<file path="src/rtl/alarm_sequencer_if.sv">
// Alarm sequencer bus: time/alarm/key inputs and piezo control outputs.
// The master side drives time and keys; the slave side is the sequencer.
interface alarm_sequencer_if;
   logic       TICK_1HZ;
   logic [4:0] CUR_HOUR;
   logic [5:0] CUR_MIN;
   logic [5:0] CUR_SEC;
   logic [4:0] AL_HOUR;
   logic [5:0] AL_MIN;
   logic       AL_ON;
   logic       STOP_KEY;
   logic       SNOOZE_KEY;
   logic       ALARM_ENABLE;
   logic       ALARM_DOING;
   logic       SNOOZE_ON;
   logic [1:0] SNOOZE_LEFT;

   modport master (
      output TICK_1HZ,
      output CUR_HOUR,
      output CUR_MIN,
      output CUR_SEC,
      output AL_HOUR,
      output AL_MIN,
      output AL_ON,
      output STOP_KEY,
      output SNOOZE_KEY,
      input  ALARM_ENABLE,
      input  ALARM_DOING,
      input  SNOOZE_ON,
      input  SNOOZE_LEFT
   );

   modport slave (
      input  TICK_1HZ,
      input  CUR_HOUR,
      input  CUR_MIN,
      input  CUR_SEC,
      input  AL_HOUR,
      input  AL_MIN,
      input  AL_ON,
      input  STOP_KEY,
      input  SNOOZE_KEY,
      output ALARM_ENABLE,
      output ALARM_DOING,
      output SNOOZE_ON,
      output SNOOZE_LEFT
   );
endinterface

</file>
<file path="src/rtl/alarm_sequencer.sv">
// Alarm sequencer: matches clock against alarm time and sequences
// ring, snooze, stop and timeout for the piezo tone generator.
module alarm_sequencer #(
   parameter int RING_SEC   = 60,
   parameter int SNOOZE_SEC = 300,
   parameter int MAX_SNOOZE = 3
) (
   input  logic             CLK,
   input  logic             RESET,
   alarm_sequencer_if.slave bus
);

   typedef enum logic [1:0] {
      S_IDLE,
      S_ARMED,
      S_RING,
      S_SNOOZE
   } state_t;

   localparam logic [8:0] RING_LAST = 9'(RING_SEC - 1);
   localparam logic [8:0] SNZ_LAST  = 9'(SNOOZE_SEC - 1);
   localparam logic [1:0] SNZ_MAX   = 2'(MAX_SNOOZE);

   state_t     state_q, state_d;
   logic [8:0] ring_cnt_q, ring_cnt_d;
   logic [8:0] snz_cnt_q, snz_cnt_d;
   logic [1:0] left_q, left_d;
   logic       stop_kd_q;
   logic       snz_kd_q;
   logic       en_q;
   logic       doing_q;
   logic       snzon_q;

   logic       stop_press;
   logic       snz_press;
   logic       match;
   logic       tick;

   assign tick       = bus.TICK_1HZ;
   assign stop_press = bus.STOP_KEY & ~stop_kd_q;
   assign snz_press  = bus.SNOOZE_KEY & ~snz_kd_q;

   // Alarm fires only on the tick that enters second 0 of the alarm minute
   always_comb begin
      match = tick
            & (bus.CUR_HOUR == bus.AL_HOUR)
            & (bus.CUR_MIN == bus.AL_MIN)
            & (bus.CUR_SEC == 6'd0);
   end

   // Next-state and counter logic; disarm beats stop beats snooze beats tick
   always_comb begin
      state_d    = state_q;
      ring_cnt_d = ring_cnt_q;
      snz_cnt_d  = snz_cnt_q;
      left_d     = left_q;
      if (!bus.AL_ON) begin
         state_d    = S_IDLE;
         ring_cnt_d = 9'd0;
         snz_cnt_d  = 9'd0;
         left_d     = 2'd0;
      end else begin
         unique case (state_q)
            S_IDLE: begin
               state_d = S_ARMED;
            end
            S_ARMED: begin
               if (match) begin
                  state_d    = S_RING;
                  ring_cnt_d = 9'd0;
                  left_d     = SNZ_MAX;
               end
            end
            S_RING: begin
               if (stop_press) begin
                  state_d = S_ARMED;
               end else if (snz_press && (left_q != 2'd0)) begin
                  state_d   = S_SNOOZE;
                  snz_cnt_d = 9'd0;
                  left_d    = left_q - 2'd1;
               end else if (tick) begin
                  if (ring_cnt_q == RING_LAST) begin
                     state_d    = S_ARMED;
                     ring_cnt_d = 9'd0;
                  end else begin
                     ring_cnt_d = ring_cnt_q + 9'd1;
                  end
               end
            end
            S_SNOOZE: begin
               if (stop_press) begin
                  state_d = S_ARMED;
               end else if (tick) begin
                  if (snz_cnt_q == SNZ_LAST) begin
                     state_d    = S_RING;
                     ring_cnt_d = 9'd0;
                     snz_cnt_d  = 9'd0;
                  end else begin
                     snz_cnt_d = snz_cnt_q + 9'd1;
                  end
               end
            end
            default: begin
               state_d = S_IDLE;
            end
         endcase
      end
   end

   // State, counters, key history and outputs decoded from next state
   always_ff @(posedge CLK) begin
      if (RESET) begin
         state_q    <= S_IDLE;
         ring_cnt_q <= 9'd0;
         snz_cnt_q  <= 9'd0;
         left_q     <= 2'd0;
         stop_kd_q  <= 1'b1;
         snz_kd_q   <= 1'b1;
         en_q       <= 1'b0;
         doing_q    <= 1'b0;
         snzon_q    <= 1'b0;
      end else begin
         state_q    <= state_d;
         ring_cnt_q <= ring_cnt_d;
         snz_cnt_q  <= snz_cnt_d;
         left_q     <= left_d;
         stop_kd_q  <= bus.STOP_KEY;
         snz_kd_q   <= bus.SNOOZE_KEY;
         en_q       <= (state_d != S_IDLE);
         doing_q    <= (state_d == S_RING);
         snzon_q    <= (state_d == S_SNOOZE);
      end
   end

   assign bus.ALARM_ENABLE = en_q;
   assign bus.ALARM_DOING  = doing_q;
   assign bus.SNOOZE_ON    = snzon_q;
   assign bus.SNOOZE_LEFT  = left_q;

endmodule

</file>
<file path="src/flat_wrapper.sv">
// flat-port wrapper written by rule: the top's interface ports become plain ports
module alarm_sequencer_flat 
#(
   parameter int RING_SEC   = 60,
   parameter int SNOOZE_SEC = 300,
   parameter int MAX_SNOOZE = 3
)
  (CLK, RESET, bus_TICK_1HZ, bus_CUR_HOUR, bus_CUR_MIN, bus_CUR_SEC, bus_AL_HOUR, bus_AL_MIN, bus_AL_ON, bus_STOP_KEY, bus_SNOOZE_KEY, bus_ALARM_ENABLE, bus_ALARM_DOING, bus_SNOOZE_ON, bus_SNOOZE_LEFT);
  alarm_sequencer_if bus_i ();
  input  logic CLK;
  input  logic RESET;
  input wire logic [$bits(bus_i.TICK_1HZ)-1:0] bus_TICK_1HZ;
  input wire logic [$bits(bus_i.CUR_HOUR)-1:0] bus_CUR_HOUR;
  input wire logic [$bits(bus_i.CUR_MIN)-1:0] bus_CUR_MIN;
  input wire logic [$bits(bus_i.CUR_SEC)-1:0] bus_CUR_SEC;
  input wire logic [$bits(bus_i.AL_HOUR)-1:0] bus_AL_HOUR;
  input wire logic [$bits(bus_i.AL_MIN)-1:0] bus_AL_MIN;
  input wire logic [$bits(bus_i.AL_ON)-1:0] bus_AL_ON;
  input wire logic [$bits(bus_i.STOP_KEY)-1:0] bus_STOP_KEY;
  input wire logic [$bits(bus_i.SNOOZE_KEY)-1:0] bus_SNOOZE_KEY;
  output wire logic [$bits(bus_i.ALARM_ENABLE)-1:0] bus_ALARM_ENABLE;
  output wire logic [$bits(bus_i.ALARM_DOING)-1:0] bus_ALARM_DOING;
  output wire logic [$bits(bus_i.SNOOZE_ON)-1:0] bus_SNOOZE_ON;
  output wire logic [$bits(bus_i.SNOOZE_LEFT)-1:0] bus_SNOOZE_LEFT;
  assign bus_i.TICK_1HZ = bus_TICK_1HZ;
  assign bus_i.CUR_HOUR = bus_CUR_HOUR;
  assign bus_i.CUR_MIN = bus_CUR_MIN;
  assign bus_i.CUR_SEC = bus_CUR_SEC;
  assign bus_i.AL_HOUR = bus_AL_HOUR;
  assign bus_i.AL_MIN = bus_AL_MIN;
  assign bus_i.AL_ON = bus_AL_ON;
  assign bus_i.STOP_KEY = bus_STOP_KEY;
  assign bus_i.SNOOZE_KEY = bus_SNOOZE_KEY;
  assign bus_ALARM_ENABLE = bus_i.ALARM_ENABLE;
  assign bus_ALARM_DOING = bus_i.ALARM_DOING;
  assign bus_SNOOZE_ON = bus_i.SNOOZE_ON;
  assign bus_SNOOZE_LEFT = bus_i.SNOOZE_LEFT;
  alarm_sequencer #(.RING_SEC(RING_SEC), .SNOOZE_SEC(SNOOZE_SEC), .MAX_SNOOZE(MAX_SNOOZE)) u_core (.CLK(CLK), .RESET(RESET), .bus(bus_i));
endmodule
</file>
<file path="config.mk">
export PLATFORM = sky130hd
export DESIGN_NAME = alarm_sequencer_flat
export DESIGN_NICKNAME = d
export VERILOG_FILES = /design/src/rtl/alarm_sequencer_if.sv /design/src/rtl/alarm_sequencer.sv /design/src/flat_wrapper.sv
export SDC_FILE = /design/constraint.sdc
export NUM_CORES = 1
export LEC_CHECK = 0
export BUFFER_PORTS_ARGS = -buffer_cell sky130_fd_sc_hd__buf_4
export CORE_UTILIZATION = 51
export CTS_CLUSTER_SIZE = 20
export DETAILED_ROUTE_END_ITERATION = 6
export HOLD_SLACK_MARGIN = 0.02
export PLACE_DENSITY_LB_ADDON = 0.08
export SLEW_MARGIN = 15
export SYNTH_ARGS = -nofsm -noshare
export SYNTH_HDL_FRONTEND = slang
export SYNTH_SLANG_ARGS = --single-unit
</file>
<file path="constraint.sdc">
create_clock -name CLK -period 2.8 [get_ports CLK]
set_clock_uncertainty 0.2 [all_clocks]
set_input_delay 0.56 -clock CLK [delete_from_list [all_inputs] [get_ports CLK]]
set_output_delay 0.56 -clock CLK [all_outputs]
set_load 0.01 [all_outputs]
</file>
# Word-level counts from Yosys, hierarchy flattened
# Index checks and enable logic that the tools add are counted.
[classes]
addsub = 3
eq_ne = 17
muxes = 29
bitwise_logic = 8
n_reduce_logical = 12
[op_table]
columns = ["op", "n"]
rows = [
  ["$mux W9", 13],
  ["$pmux W9 S3", 1],
  ["$mux W2", 12],
  ["$add A9 B1 Y9 const B", 2],
  ["$pmux W9 S2", 1],
  ["$ne A2 B2 Y1 const B", 5],
  ["$eq A9 B6 Y1 const B", 1],
  ["$eq A9 B9 Y1 const B", 1],
  ["$eq A2 B2 Y1 const B", 4],
  ["$pmux W2 S4", 1],
  ["$reduce_and A8 Y1", 1],
  ["$reduce_bool A2 Y1", 4],
  ["$eq A6 B6 Y1", 1],
  ["$logic_not A6 Y1", 1],
  ["$ne A2 B1 Y1 const B", 3],
  ["$and A1 B1 Y1", 5],
  ["$eq A5 B5 Y1", 1],
  ["$reduce_and A5 Y1", 1],
  ["$pmux W2 S2", 1],
  ["$reduce_and A4 Y1", 1],
  ["$not A1 Y1", 3],
  ["$reduce_bool A3 Y1", 1],
  ["$eq A2 B1 Y1 const B", 1],
  ["$logic_not A2 Y1", 1],
  ["other kinds (3)", 3],
]
[totals]
regBits = 27
inputBits = 34
out_inout_bits = 5
wordCells = 78

# Depth between registers and ports, before layout
[logic_depth]
word_depth = 8
depth_mapped = 8

# Worst setup path after synthesis
# Ideal clock, no wire load.
[synth_path]
path_type = "in2reg"
start = "in bus_CUR_SEC[1]"
end = "reg u_core.ring_cnt_q[8]"
setup_ns = 0.120
arrival_ns = 2.048
slack_ns = 0.432
cell_stages = 7
n_path_buf = 2
cell_sequence = "nor4_2 -> nand2_1 -> or4_4 -> buf_6 -> and3_4 -> buf_6 -> a211o_1"
[synth_via]
elab_chain_len = 4
[synth_rtl]
columns = ["element", "line", "text"]
rows = [
  ["start, declared", "flat_wrapper.sv:15", "input wire logic [$bits(bus_i.CUR_SEC)-1:0] bus_CUR_SEC;"],
  ["$logic_not A6 Y1", "alarm_sequencer.sv:48", "& (bus.CUR_SEC == 6'd0);"],
  ["$and A1 B1 Y1", "alarm_sequencer.sv:48", ""],
  ["$ne A2 B1 Y1 (no source line)", "-", ""],
  ["$reduce_and A8 Y1 (no source line)", "-", ""],
  ["end signal, assigned", "alarm_sequencer.sv:124", "ring_cnt_q <= ring_cnt_d;"],
  ["end, declared", "alarm_sequencer.sv:25", "logic [8:0] ring_cnt_q, ring_cnt_d;"],
]
# No other way between the ends.
# A chain may end at the register's enable or synchronous reset.

# Worst setup path in the final report
[layout_path]
start = "reg u_core.snz_cnt_q[0]"
end = "reg u_core.ring_cnt_q[7]"
[layout_via]
elab_chain_len = 3
[layout_rtl]
columns = ["element", "line", "text"]
rows = [
  ["start, declared", "alarm_sequencer.sv:26", "logic [8:0] snz_cnt_q, snz_cnt_d;"],
  ["start signal, assigned", "alarm_sequencer.sv:125", "snz_cnt_q <= snz_cnt_d;"],
  ["$eq A9 B9 Y1", "alarm_sequencer.sv:94", "if (snz_cnt_q == SNZ_LAST) begin"],
  ["$ne A2 B1 Y1 (no source line)", "-", ""],
  ["$reduce_and A8 Y1 (no source line)", "-", ""],
]
# No other way between the ends.

==> results.md <==
- Routed length per instance: 12.7 um
- Congestion Overflow GR: 0
- First-pass GRT wire length: 4.93 mm
- Clock sinks: 27
- Antenna violations before repair: 0
- Max cap viols: 0
- Final Non-Filler Cells: 233
- Starting DRT DRC Count: 19
- Number of global-route vias before repair: 1,230
- Part of the Yosys area used for sequential elements: 0.377
- Critical Path RT: 2.88 ns
- Post-CTS Setup Bufs: 0
- Arrival @ worst endpoint: 2.54 ns
- CTS clk-pin slew, worst paths: 0.15 ns
- Residual DRC: 0
- Synth Flop Type: dfxtp_1
- Synth Area per Inst: 8.80 sq um
- Root buf cell: clkbuf_4
- Distinct cells, synth: 39
- Fmax achieved: 0.407 GHz
- Net Count, Synth: 200
- CTS tree: built
- Final wirelength: 2.96 mm
- Finished Core Util: 0.689
- Slowest cell delay on critical path: 0.50 ns
- Synth area leader: dfxtp_1
- Drt via density: 5.58
- Min Tclk post-route: 2.46 ns
- Synthesized area: 1430 sq um
- Status: complete, no violations
- Rows: 18
- # hold bufs at CTS: 0
- Nets@finish: 241
- Worst setup path category: register to register
- Period utilization: 0.878
- Fillers: 224
- Setup Viol. Count Final: 0
- Layout cells sized above 1: 0.251
- DRT Pass-1 Iters: 4
- Crit path max fanout: 8
- RSZ-0062 raised after global routing: false
- Main combinational cell family by area after synthesis: simple AND/OR/NAND/NOR gates
- Slew margin rel.: 0.540
- Startpoint types: register
- Fin. Hold Viols: 0
- Die W: 55.0 um
- TritonCTS buffer count: 3
- #FFs+latches synth: 27
- Pwr/cell area: 357 nW/um^2
- Post-route design area: 1770 sq um
- Post-Synth Adder-Cell Area: 0.0262
- Htree depth: 1
- CP startpoint: u_core.snz_cnt_q[0]$_SDFFE_PP0P_
- Critical hold path startpoint: RESET
- DP HPWL: 2.39 mm
- Xor/xnor share of the synthesized area: 0.116
- Leading cell type in the layout, fill and taps excluded: buf_4
- Core area: 2570 sq um
- Vias: 1,301
- Placed Cells: 229
- Post-synthesis async set-or-reset flop share: 0
- Initial Util: 0.558
- Die Y: 55.0 um
- Die ar.: 3030 sq um
- Synth Warn #: 0
- Top cell type's share of synthesized area: 0.377
- Post-synthesis compound-gate area fraction: 0.133
- GR Util All Layers: 0.221
- Clock Latency Late Sink: 0.32 ns
- Largest cells by area after synthesis: dfxtp_1 (38%), xnor2_1 (7.3%), xor2_1 (4.3%)
- Worst R2R Start: u_core.snz_cnt_q[0]$_SDFFE_PP0P_
- Slowest cell on the critical path: nor4b_1
- Hold Path Class: input pin to register
- Max Buffers Root-to-Sink: 2
- Worst vdd ir: 0.272 mV
- N_diodes: 0
- Buffers on Ports: 38
- Post-synthesis simple-gate area fraction: 0.308
- Most frequent cells in the layout: buf_4 (39), dfxtp_1 (27), nand2_1 (16)
- Mapped Cells: 163
- Largest net degree at the start of global routing: 17
- Worst Max-Slew Pin Slew: 0.686 ns
- Post-synthesis mux area share: 0.0140
- Layout area overhead: 23.3%
- Crit-path cells: ha_1, nand4bb_1, nor4b_1, o211ai_1, o41ai_1, a21o_1
- Antenna viol nets, final: 0
- Setup TNS: 0 ns
- Routability cong.: 0.844
- Fin. max-slew vios: 0
- Dpl cell area: 1740 sq um
- Top Ports: 39
- Leak: 0.000721 uW
- EDFF count, synth: 0
- CTS resizes: 0
- Critical Path Sink Type: register
worst max-delay path, delay by kind of cell, from the launching register on:
kind                     cells  cell delay [ns]
AO/OA/AOI/OAI                3             0.90
AND/OR/NAND/NOR              2             0.66
adder cells (fa/ha/maj)      1             0.27
flip-flops                   1             0.40
routing by layer:
layer	vias up	share of wire	wire, um	track usage
li1	669	-	-	-
met1	605	0.44	1300	0.250
met2	25	0.52	1550	0.426
met3	2	0.032	95	0.0410
met4	0	0.0041	12	0.0458
met5	-	0	0	0
Yosys cell counts, types with 3 or more instances:
cell type / n
dfxtp_1: 27
nand2_1: 16
nor2_1: 15
nand3_1: 12
xnor2_1: 12
xor2_1: 7
a21o_1: 5
a21oi_1: 5
nand2b_1: 5
nand4_1: 5
and3_1: 4
o31ai_1: 4
or2_2: 4
and2_1: 3
ha_1: 3
nor3_1: 3
o211ai_1: 3
through the flow:
| stage | power [uW] | setup slack (ns) | hold slack, ns |
|---|---|---|---|
| after global placement | 467 | 0.426 | 0.264 |
| after floorplan | 426 | 0.432 | 0.252 |
| after CTS | 635 | 0.382 | 0.227 |
| after global routing | 654 | 0.121 | 0.231 |
| final | 630 | 0.342 | 0.228 |
| after detailed placement | 470 | 0.405 | 0.287 |
layout make-up:
type	instances	area (sq um)	share of cell area
well taps	30	37.5	0.0212
multi-input cells	130	856	0.484
inverters	3	11.3	0.00637
clock buffers	3	22.5	0.0127
flip-flops and latches	27	541	0.306
clock inverters	1	7.51	0.00425
repair buffers	39	293	0.166
power by group:
group          internal (uW)  total (uW)  switching, uW
sequential               387         389           1.99
clock                   54.5         169            115
combinational           46.3        71.5           25.1
total                    488         630            142
sequential cells by signal, indices dropped and copies added (netlist names):
signal                   count
u_core.bus.ALARM_ENABLE      1
u_core.bus.SNOOZE_ON         1
u_core.snz_cnt_q             9
u_core.bus.SNOOZE_LEFT       2
u_core.ring_cnt_q            9
u_core.bus.ALARM_DOING       1
u_core.snz_kd_q              1
u_core.stop_kd_q             1
u_core.state_q               2
logic make-up (layout without fill, tap and decap cells):
kind of cell               count (synthesis)  in the layout
buffers and inverters                      6             46
AOI/OAI and AO/OA                         26             26
muxes                                      2              2
xor gates and xnor gates                  19             19
DFF                                       27             27
and+or+nand+nor                           80             80
adders and majority gates                  3              3
worst paths after layout:
check                                                         end  slack (ns)  cells past startpoint
worst min register to register  u_core.ring_cnt_q[1]$_SDFFE_PP0P_        0.30                      2
worst max-delay path            u_core.ring_cnt_q[7]$_SDFFE_PP0P_        0.34                      6
worst min-delay path                   u_core.snz_kd_q$_SDFF_PP1_        0.23                      2
worst max register to register  u_core.ring_cnt_q[7]$_SDFFE_PP0P_        0.34                      6
(Power assumes the default switching activity.)
